===== config.mk =====
export PLATFORM = sky130hd
export DESIGN_NAME = axis_gain_ramp_controller
export DESIGN_NICKNAME = d
export VERILOG_FILES = /design/src/rtl/axis_gain_ramp_controller.sv
export SDC_FILE = /design/constraint.sdc
export NUM_CORES = 1
export LEC_CHECK = 0
export CORE_MARGIN = 2
export CORE_UTILIZATION = 55
export DETAILED_ROUTE_END_ITERATION = 6
export PLACE_DENSITY = 0.82
export SLEW_MARGIN = 20
export SYNTH_ARGS = -nofsm -noshare
export SYNTH_HDL_FRONTEND = slang
export SYNTH_SLANG_ARGS = --single-unit

===== constraint.sdc =====
create_clock -name axis_clk -period 2.6 [get_ports axis_clk]
set_input_delay 0.52 -clock axis_clk [delete_from_list [all_inputs] [get_ports axis_clk]]
set_output_delay 0.52 -clock axis_clk [all_outputs]
set_load 0.02 [all_outputs]

===== src/rtl/axis_gain_ramp_controller.sv =====
// Gain ramp controller: debounces the volume switches and the mute input, then
// walks the gain code one LSB at a time toward the requested level, applying each
// step only on a stereo-frame boundary of the monitored rx AXI-stream.
module axis_gain_ramp_controller #(
  parameter int SWITCH_WIDTH    = 4,
  parameter int DEBOUNCE_CYCLES = 225_000,
  parameter int RAMP_FRAMES     = 1
) (
  input  logic                    axis_clk,
  input  logic                    reset,
  input  logic [SWITCH_WIDTH-1:0] sw,
  input  logic                    mute,
  input  logic                    frame_valid,
  input  logic                    frame_ready,
  input  logic                    frame_last,
  output logic [SWITCH_WIDTH-1:0] gain,
  output logic                    gain_update,
  output logic                    busy,
  output logic                    muted
);

  localparam int VW  = SWITCH_WIDTH + 1;
  localparam int DCW = $clog2(DEBOUNCE_CYCLES + 1);
  localparam int FCW = $clog2(RAMP_FRAMES + 1);
  localparam logic [DCW-1:0] DEB_MAX   = DCW'(DEBOUNCE_CYCLES);
  localparam logic [FCW-1:0] FRAME_MAX = FCW'(RAMP_FRAMES);

  typedef enum logic [1:0] {
    S_IDLE,
    S_WAIT,
    S_STEP
  } state_t;

  logic [VW-1:0]           sync_meta;
  logic [VW-1:0]           sync_out;
  logic [VW-1:0]           sync_prev;
  logic [DCW-1:0]          deb_cnt;
  logic [SWITCH_WIDTH-1:0] sw_stable;
  logic [SWITCH_WIDTH-1:0] target;
  logic                    fb;

  state_t                  state_q, state_d;
  logic [SWITCH_WIDTH-1:0] gain_d;
  logic [FCW-1:0]          frame_cnt_q, frame_cnt_d;
  logic [FCW-1:0]          frame_cnt_inc;
  logic                    gain_update_d;

  // Two-flop synchronizer on the raw {mute, sw} pins.
  always_ff @(posedge axis_clk or posedge reset) begin
    if (reset) begin
      sync_meta <= '0;
      sync_out  <= '0;
    end else begin
      // NOTE: non-blocking assignments make every flop sample the pre-edge value,
      // so the two stages really form a two-cycle shift chain.
      sync_meta <= {mute, sw};
      sync_out  <= sync_meta;
    end
  end

  // One shared stability counter; the vector is accepted once it has held
  // DEBOUNCE_CYCLES cycles, and the counter then parks at its maximum.
  always_ff @(posedge axis_clk or posedge reset) begin
    if (reset) begin
      sync_prev <= '0;
      deb_cnt   <= '0;
      sw_stable <= '0;
      muted     <= 1'b0;
    end else begin
      sync_prev <= sync_out;
      if (sync_out != sync_prev) begin
        deb_cnt <= '0;
      end else if (deb_cnt != DEB_MAX) begin
        deb_cnt <= deb_cnt + DCW'(1);
        if (deb_cnt == DEB_MAX - DCW'(1)) begin
          {muted, sw_stable} <= sync_out;
        end
      end
    end
  end

  assign target = muted ? '0 : sw_stable;
  assign fb     = frame_valid & frame_ready & frame_last;
  assign busy   = (state_q != S_IDLE) | (gain != target);
  assign frame_cnt_inc = frame_cnt_q + FCW'(1);

  // Ramp FSM state, gain code and update pulse registers.
  always_ff @(posedge axis_clk or posedge reset) begin
    if (reset) begin
      state_q     <= S_IDLE;
      gain        <= '0;
      frame_cnt_q <= '0;
      gain_update <= 1'b0;
    end else begin
      state_q     <= state_d;
      gain        <= gain_d;
      frame_cnt_q <= frame_cnt_d;
      gain_update <= gain_update_d;
    end
  end

  // Next-state logic: wait RAMP_FRAMES boundaries, then move one code toward target.
  always_comb begin
    // NOTE: every output of this block gets a default first; a path that leaves
    // one unassigned would otherwise infer a latch.
    state_d       = state_q;
    gain_d        = gain;
    frame_cnt_d   = frame_cnt_q;
    gain_update_d = 1'b0;
    case (state_q)
      S_IDLE: begin
        if (gain != target) begin
          frame_cnt_d = '0;
          state_d     = S_WAIT;
        end
      end
      S_WAIT: begin
        if (target == gain) begin
          state_d = S_IDLE;
        end else if (fb) begin
          frame_cnt_d = frame_cnt_inc;
          if (frame_cnt_inc == FRAME_MAX) state_d = S_STEP;
        end
      end
      S_STEP: begin
        // Direction uses the target as it stands now, so a target that crossed
        // over mid-ramp turns the ramp around without overshoot.
        if (target > gain) begin
          gain_d        = gain + SWITCH_WIDTH'(1);
          gain_update_d = 1'b1;
        end else if (target < gain) begin
          gain_d        = gain - SWITCH_WIDTH'(1);
          gain_update_d = 1'b1;
        end
        if (gain_d == target) begin
          state_d = S_IDLE;
        end else begin
          frame_cnt_d = '0;
          state_d     = S_WAIT;
        end
      end
      default: state_d = S_IDLE;
    endcase
  end

endmodule


==> results of run 1 <==
[critical path, cell delays in order, from the launching register on]
cell and delay (ps):
dfrtp_1 390, nor2b_2 170, ha_1 390, nand4_4 160, or3_2 420, buf_2 170
[where the power goes]
part / internal [mW] / switching (mW)
registers: 0.727 / 0.00752
clock network: 0.288 / 0.241
logic: 0.0201 / 0.0221
[cell families after synthesis]
kind of cell	after synthesis
xor gates and xnor gates	29
and+or+nand+nor	84
adders and majority gates	8
buffers and inverters	14
DFF	46
muxes	6
AOI/OAI and AO/OA	25
[registers in the layout, indices dropped and copies added (netlist names)]
signal       flops
gain             4
state_q          2
muted            1
sync_meta        5
frame_cnt_q      1
sw_stable        4
sync_out         5
gain_update      1
deb_cnt         18
sync_prev        5
[Yosys cell counts, types with 2 or more instances]
cell	number
nor2b_1	4
dfrtp_1	46
xnor2_1	15
inv_1	11
nand2_1	17
a21oi_1	3
mux2_1	5
o22ai_1	2
nor2_1	26
xor2_1	14
nand4_1	6
a21oi_2	2
nor3_1	5
or3_1	3
o21ai_0	8
clkbuf_1	2
nand2b_1	3
nand3_1	12
ha_1	8
[what timing repair did]
action | in CTS | in global routing
setup endpoints to repair | 1 | 3
hold buffers | 0 | 0
gates resized for setup | 5 | 10
pin swaps | 0 | 3
[per-stage QoR]
stage               area (sq um)  setup slack, ps  std cells  util (%)  TNS, ps
floorplan                   2220              193        212         -        0
global placement            2520             26.8        286      63.9        0
detailed placement          2520            -5.71        286      63.9    -5.71
CTS                         2650             4.77        294      67.3        0
global route                2700             6.61        294      68.6        0
finish                      2700             93.6        294      68.6        0
[layer usage]
metal | up-vias | routed length (um)
li1 | 779 | -
met1 | 763 | 1770
met2 | 25 | 2170
met3 | 9 | 107
met4 | 0 | 99
met5 | - | 0
[final cells by class]
type / instances / area [sq um] / area share, %
Sequential cell: 46 / 1150 / 42.6
Multi-Input combinational cell: 152 / 1100 / 40.6
Timing Repair Buffer: 27 / 238 / 8.79
Clock buffer: 5 / 68.8 / 2.55
Tap cell: 50 / 62.6 / 2.31
Clock inverter: 3 / 43.8 / 1.62
Inverter: 11 / 41.3 / 1.53
[worst max path at each step]
stage	from	endpoint	slack, ps	cells past startpoint
4_1_cts	muted$_DFFE_PP0P_	frame_cnt_q$_DFFE_PP0P_	5	9
3_5_place_dp	muted$_DFFE_PP0P_	busy	-6	5
3_3_place_gp	muted$_DFFE_PP0P_	busy	30	5
5_1_grt	sw_stable[1]$_DFFE_PP0P_	frame_cnt_q$_DFFE_PP0P_	7	9
2_1_floorplan	gain[1]$_DFFE_PP0P_	frame_cnt_q$_DFFE_PP0P_	190	8
6_report	sw_stable[1]$_DFFE_PP0P_	busy	90	5
==> out/results.tsv, run 1 <==
metric	value	unit
# DRC	0	
GP Congestion	0.828	
Post-CTS Setup Inserts	0	
Crit path arrival time	1990	ps
TritonCTS Buffers	5	
hold_sp	sync_meta[2]$_DFF_PP0_	
largest family of logic cells by synthesized area	simple AND/OR/NAND/NOR gates	
Critical Path RT	2080	ps
Design Power	1.31	mW
Critical R2R Capture	frame_cnt_q$_DFFE_PP0P_	
Top Usage Layer GRT	met2	
CTS tree	yes	
layout cells sized above 1	14.8	%
via count	1576	
XOR/XNOR Fraction of Synth Area	11.4	%
Syn-to-layout area delta	21.5	%
gr usage total	20.7	%
synth unique cells	39	
sequential share of the synthesized area	51.7	%
Hold Path Class	register to register	
WHS	354	ps
drt total wl	4.15	mm
vias per cell	5.36	
CP endpoint kind	output pin	
commonest cells after routing, fill and taps aside	dfrtp_1 (46), nor2_1 (26), nand2_1 (17), xnor2_1 (15), clkdlybuf4s50_1 (15)	
RSZ-0062 raised after global routing	no	
register-to-register path setup slack	100	ps
worst hold path endpoint	sync_out[2]$_DFF_PP0_	
die height	67.6	um
status	finished, final reports clean	
number of synthesized flops with an enable pin	0	
final setup fails	0	
Critical Path Fanout Max	6	
Synthesized Nets	230	
synthesized area	2220	sq um
Synth Register Bits	46	
WL/cell	14.1	um
clock latency at the later pin of the worst-skew pair	300	ps
Fin. Hold Viols	0	
# H-tree levels	2	
Tmin final	2510	ps
CTS clk-pin slew, worst paths	90	ps
first-pass GRT wire length	6.91	mm
Final nets	261	
routing usage on met2	37.4	%
Clock Path Buffers	2	
Area contributors post-synth	dfrtp_1 (52%), xnor2_1 (5.9%), xor2_1 (5.5%)	
crit path launch type	register	
met3 usage	4.50	%
reg2reg start	sw_stable[1]$_DFFE_PP0P_	
fill count	281	
routing usage on met1	23.1	%
R2R depth	8	
worst hold path depth	0	
HPWL Detailed	2.93	mm
synth warn	0	
post-route ant nets	0	
core region area	3940	sq um
grt total ovfl	0	
largest net degree at the start of global routing	29	
port buffer count	16	
Post-Synth Simple-Gate Area	18.7	%
Num Clock Sinks	46	
multiplexer share of the synthesized area	2.98	%
row count	23	
final period utilization	96.4	%
I/O pin count	17	
maximum vdd drop	417	uV
final antenna diode count	0	
MaxCap Viol Count	0	
Post-Synth Adder-Cell Area	4.50	%
max-slew violations	0	
leading cell type in the layout, fill and taps excluded	dfrtp_1	
cell count after synthesis	212	
asr flop ratio synth	100	%
Die Width	67.6	um
Peak Freq	399	MHz
clock root cell	clkbuf_8	
number of global-route vias before repair	1569	
Die Area	4570	sq um
initial antenna violation count	0	
CP Class	register to output pin	
Initial DRC Count	126	
starting density of the core	56.4	%
Cell Pwr Density	483	nW/um^2
measured slew at the worst slew-check pin	583	ps
drt first pass iters	4	
Compound-Gate Fraction of Synth Area	8.27	%
Worst Clk Skew	5.03	ps
Main synth FF type	dfrtp_1	
synthesized area per cell	10.5	sq um
max_slew headroom	61.1	%
Leakage	1.15	nW
post-synth top area share	51.7	%
Synth area leader	dfrtp_1	
Power figures use the tool's default switching activity.
==> run 2, diff against run 1 <==
- CORE_ASPECT_RATIO: not set -> 1.2
==> out/results.tsv, run 2 (synthesis gave the netlist of run 1 again) <==
metric	value	unit	change
HPWL Detailed	2.68	mm	-8.6%
hold_buf cts	0		unchanged
status	finished, final reports clean		
largest register by flop count	deb_cnt		
commonest cells after routing, fill and taps aside	dfrtp_1 (45), nor2_1 (26), nand2_1 (17), xnor2_1 (15), clkdlybuf4s50_1 (15)		
setup TNS	0	ps	unchanged
dpl ws	40.7	ps	+46.5 ps
Cell Pwr Density	456	nW/um^2	-5.5%
# H-tree levels	2		unchanged
Clock Path Buffers	2		unchanged
post-route ant nets	0		unchanged
die height	73.7	um	+9.0%
Die Area	4570	sq um	about the same
leading cell type in the layout, fill and taps excluded	dfrtp_1		
final antenna diode count	0		unchanged
max_slew headroom	48.2	%	-13 points
measured slew at the worst slew-check pin	773	ps	+190 ps
drt first pass iters	4		unchanged
area of the multi-input gates	1080	sq um	-1.5%
row count	25		+8.7%
final period utilization	94.7	%	-1.7 points
Cell Count, Final, Fillers Out	295		+0.34%
Critical Path Fanout Max	5		-1
Syn-to-layout area delta	19.2	%	
core region area	3910	sq um	-0.83%
number of global-route vias before repair	1424		-9.2%
clock latency at the later pin of the worst-skew pair	300	ps	about the same
initial antenna violation count	0		unchanged
Leakage	1.11	nW	-3.5%
# DRC	0		unchanged
CTS tree	yes		
Sw Ratio	22.3	%	+1.6 points
RSZ-0062 raised after global routing	no		
CP Class	register to register		
placed insts	285		-0.35%
crit path launch type	register		
gr usage total	18.5	%	-2.2 points
CTS clk-pin slew, worst paths	90	ps	about the same
Largest register FFs	18		unchanged
clock root cell	clkbuf_8		
Fin. Hold Viols	0		unchanged
fill count	304		+8.2%
Tmin final	2460	ps	-43.9 ps
first-pass GRT wire length	6.13	mm	-11%
WL/cell	12.5	um	-12%
Critical Path RT	2840	ps	+760 ps
drt total wl	3.68	mm	-11%
vias per cell	5.31		-1.0%
register share of total power	60.6	%	+4.3 points
layout cells sized above 1	14.1	%	-0.65 points
Die Width	62.1	um	-8.2%
TritonCTS Buffers	5		unchanged
Initial DRC Count	68		-46%
Psw	0.270	mW	-0.35%
port buffer count	16		unchanged
Num Clock Sinks	46		unchanged
Clock Power Share	35.9	%	-4.6 points
final setup fails	0		unchanged
I/O pin count	17		unchanged
via count	1565		-0.70%
largest net degree at the start of global routing	24		-17%
Worst Slack Setup Final	138	ps	+43.9 ps
Peak Freq	406	MHz	+1.8%
CP endpoint kind	register		
MaxCap Viol Count	0		unchanged
Reg area	1150	sq um	+0.11%
Worst Clk Skew	4.58	ps	-0.455 ps
maximum vdd drop	504	uV	+21%
Hold Path Class	register to register		
Crit path arrival time	2700	ps	+710 ps
combinational share of power	3.4	%	+0.2 points
P_int	0.941	mW	-9.1%
grt total ovfl	0		unchanged
Final nets	258		-1.1%
starting density of the core	56.9	%	+0.47 points
GP Congestion	0.880		+6.4%
max-slew violations	0		unchanged
## run 2: power by group through the flow
stage	Combinational, mW	Sequential, mW	Clock (mW)
after floorplan	0.0213	0.746	0
after global routing	0.0476	0.736	0.481
after CTS	0.0430	0.734	0.454
final	0.0412	0.734	0.435
after detailed placement	0.0430	0.749	0
after global placement	0.0422	0.747	0
## run 2: metrics by stage
step                      power, mW  hold slack [ps]  area (sq um)  util (%)
after global placement        0.790              332          2480      63.6
after detailed placement      0.792              337          2480      63.6
final                          1.21              355          2650      67.8
after global routing           1.26              369          2650      67.8
after floorplan               0.768              331          2220         -
after CTS                      1.23              358          2610      66.8
## run 2: area by class of cell
class	count	share of cell area, %
timing repair buffer	24	8.11
tap	54	2.55
clock inverter	3	0.943
sequential	46	43.4
inverter	11	1.56
clock buffer	5	2.59
multi-input combinational	152	40.8
## run 2: timing repair
| item | in CTS | in global routing |
|---|---|---|
| pin swaps | 1 | 0 |
| setup buffers | 2 | 0 |
| endpoints found under the setup margin | 1 | 3 |
| resized for setup | 3 | 10 |
## run 2: worst paths after layout
path	to	start	cells past startpoint	slack, ps
setup / recovery	frame_cnt_q$_DFFE_PP0P_	muted$_DFFE_PP0P_	8	140
hold / removal	sync_out[4]$_DFF_PP0_	sync_meta[4]$_DFF_PP0_	0	350
setup reg to reg	frame_cnt_q$_DFFE_PP0P_	muted$_DFFE_PP0P_	8	140
hold reg to reg	sync_out[4]$_DFF_PP0_	sync_meta[4]$_DFF_PP0_	0	350
max in group asynchronous	sync_prev[1]$_DFF_PP0_	reset	3	1430
min in group asynchronous	deb_cnt[15]$_DFFE_PP0P_	reset	2	570
## run 2: worst max-delay path, stage by stage (launching register included)
cell	delay [ps]
dfrtp_2	460
nor2b_2	260
ha_4	260
nand2b_1	140
a21o_1	210
a21oi_2	80
or3_1	420
a2111oi_4	380
a31o_1	200
## run 2: per-layer routing
layer	part of all wire, %	up-vias	GRT usage [%]
met5	0	-	0
met4	2.0	0	9.69
met3	3.2	9	4.40
met2	51	25	30.1
met1	43	752	22.3
li1	-	779	-
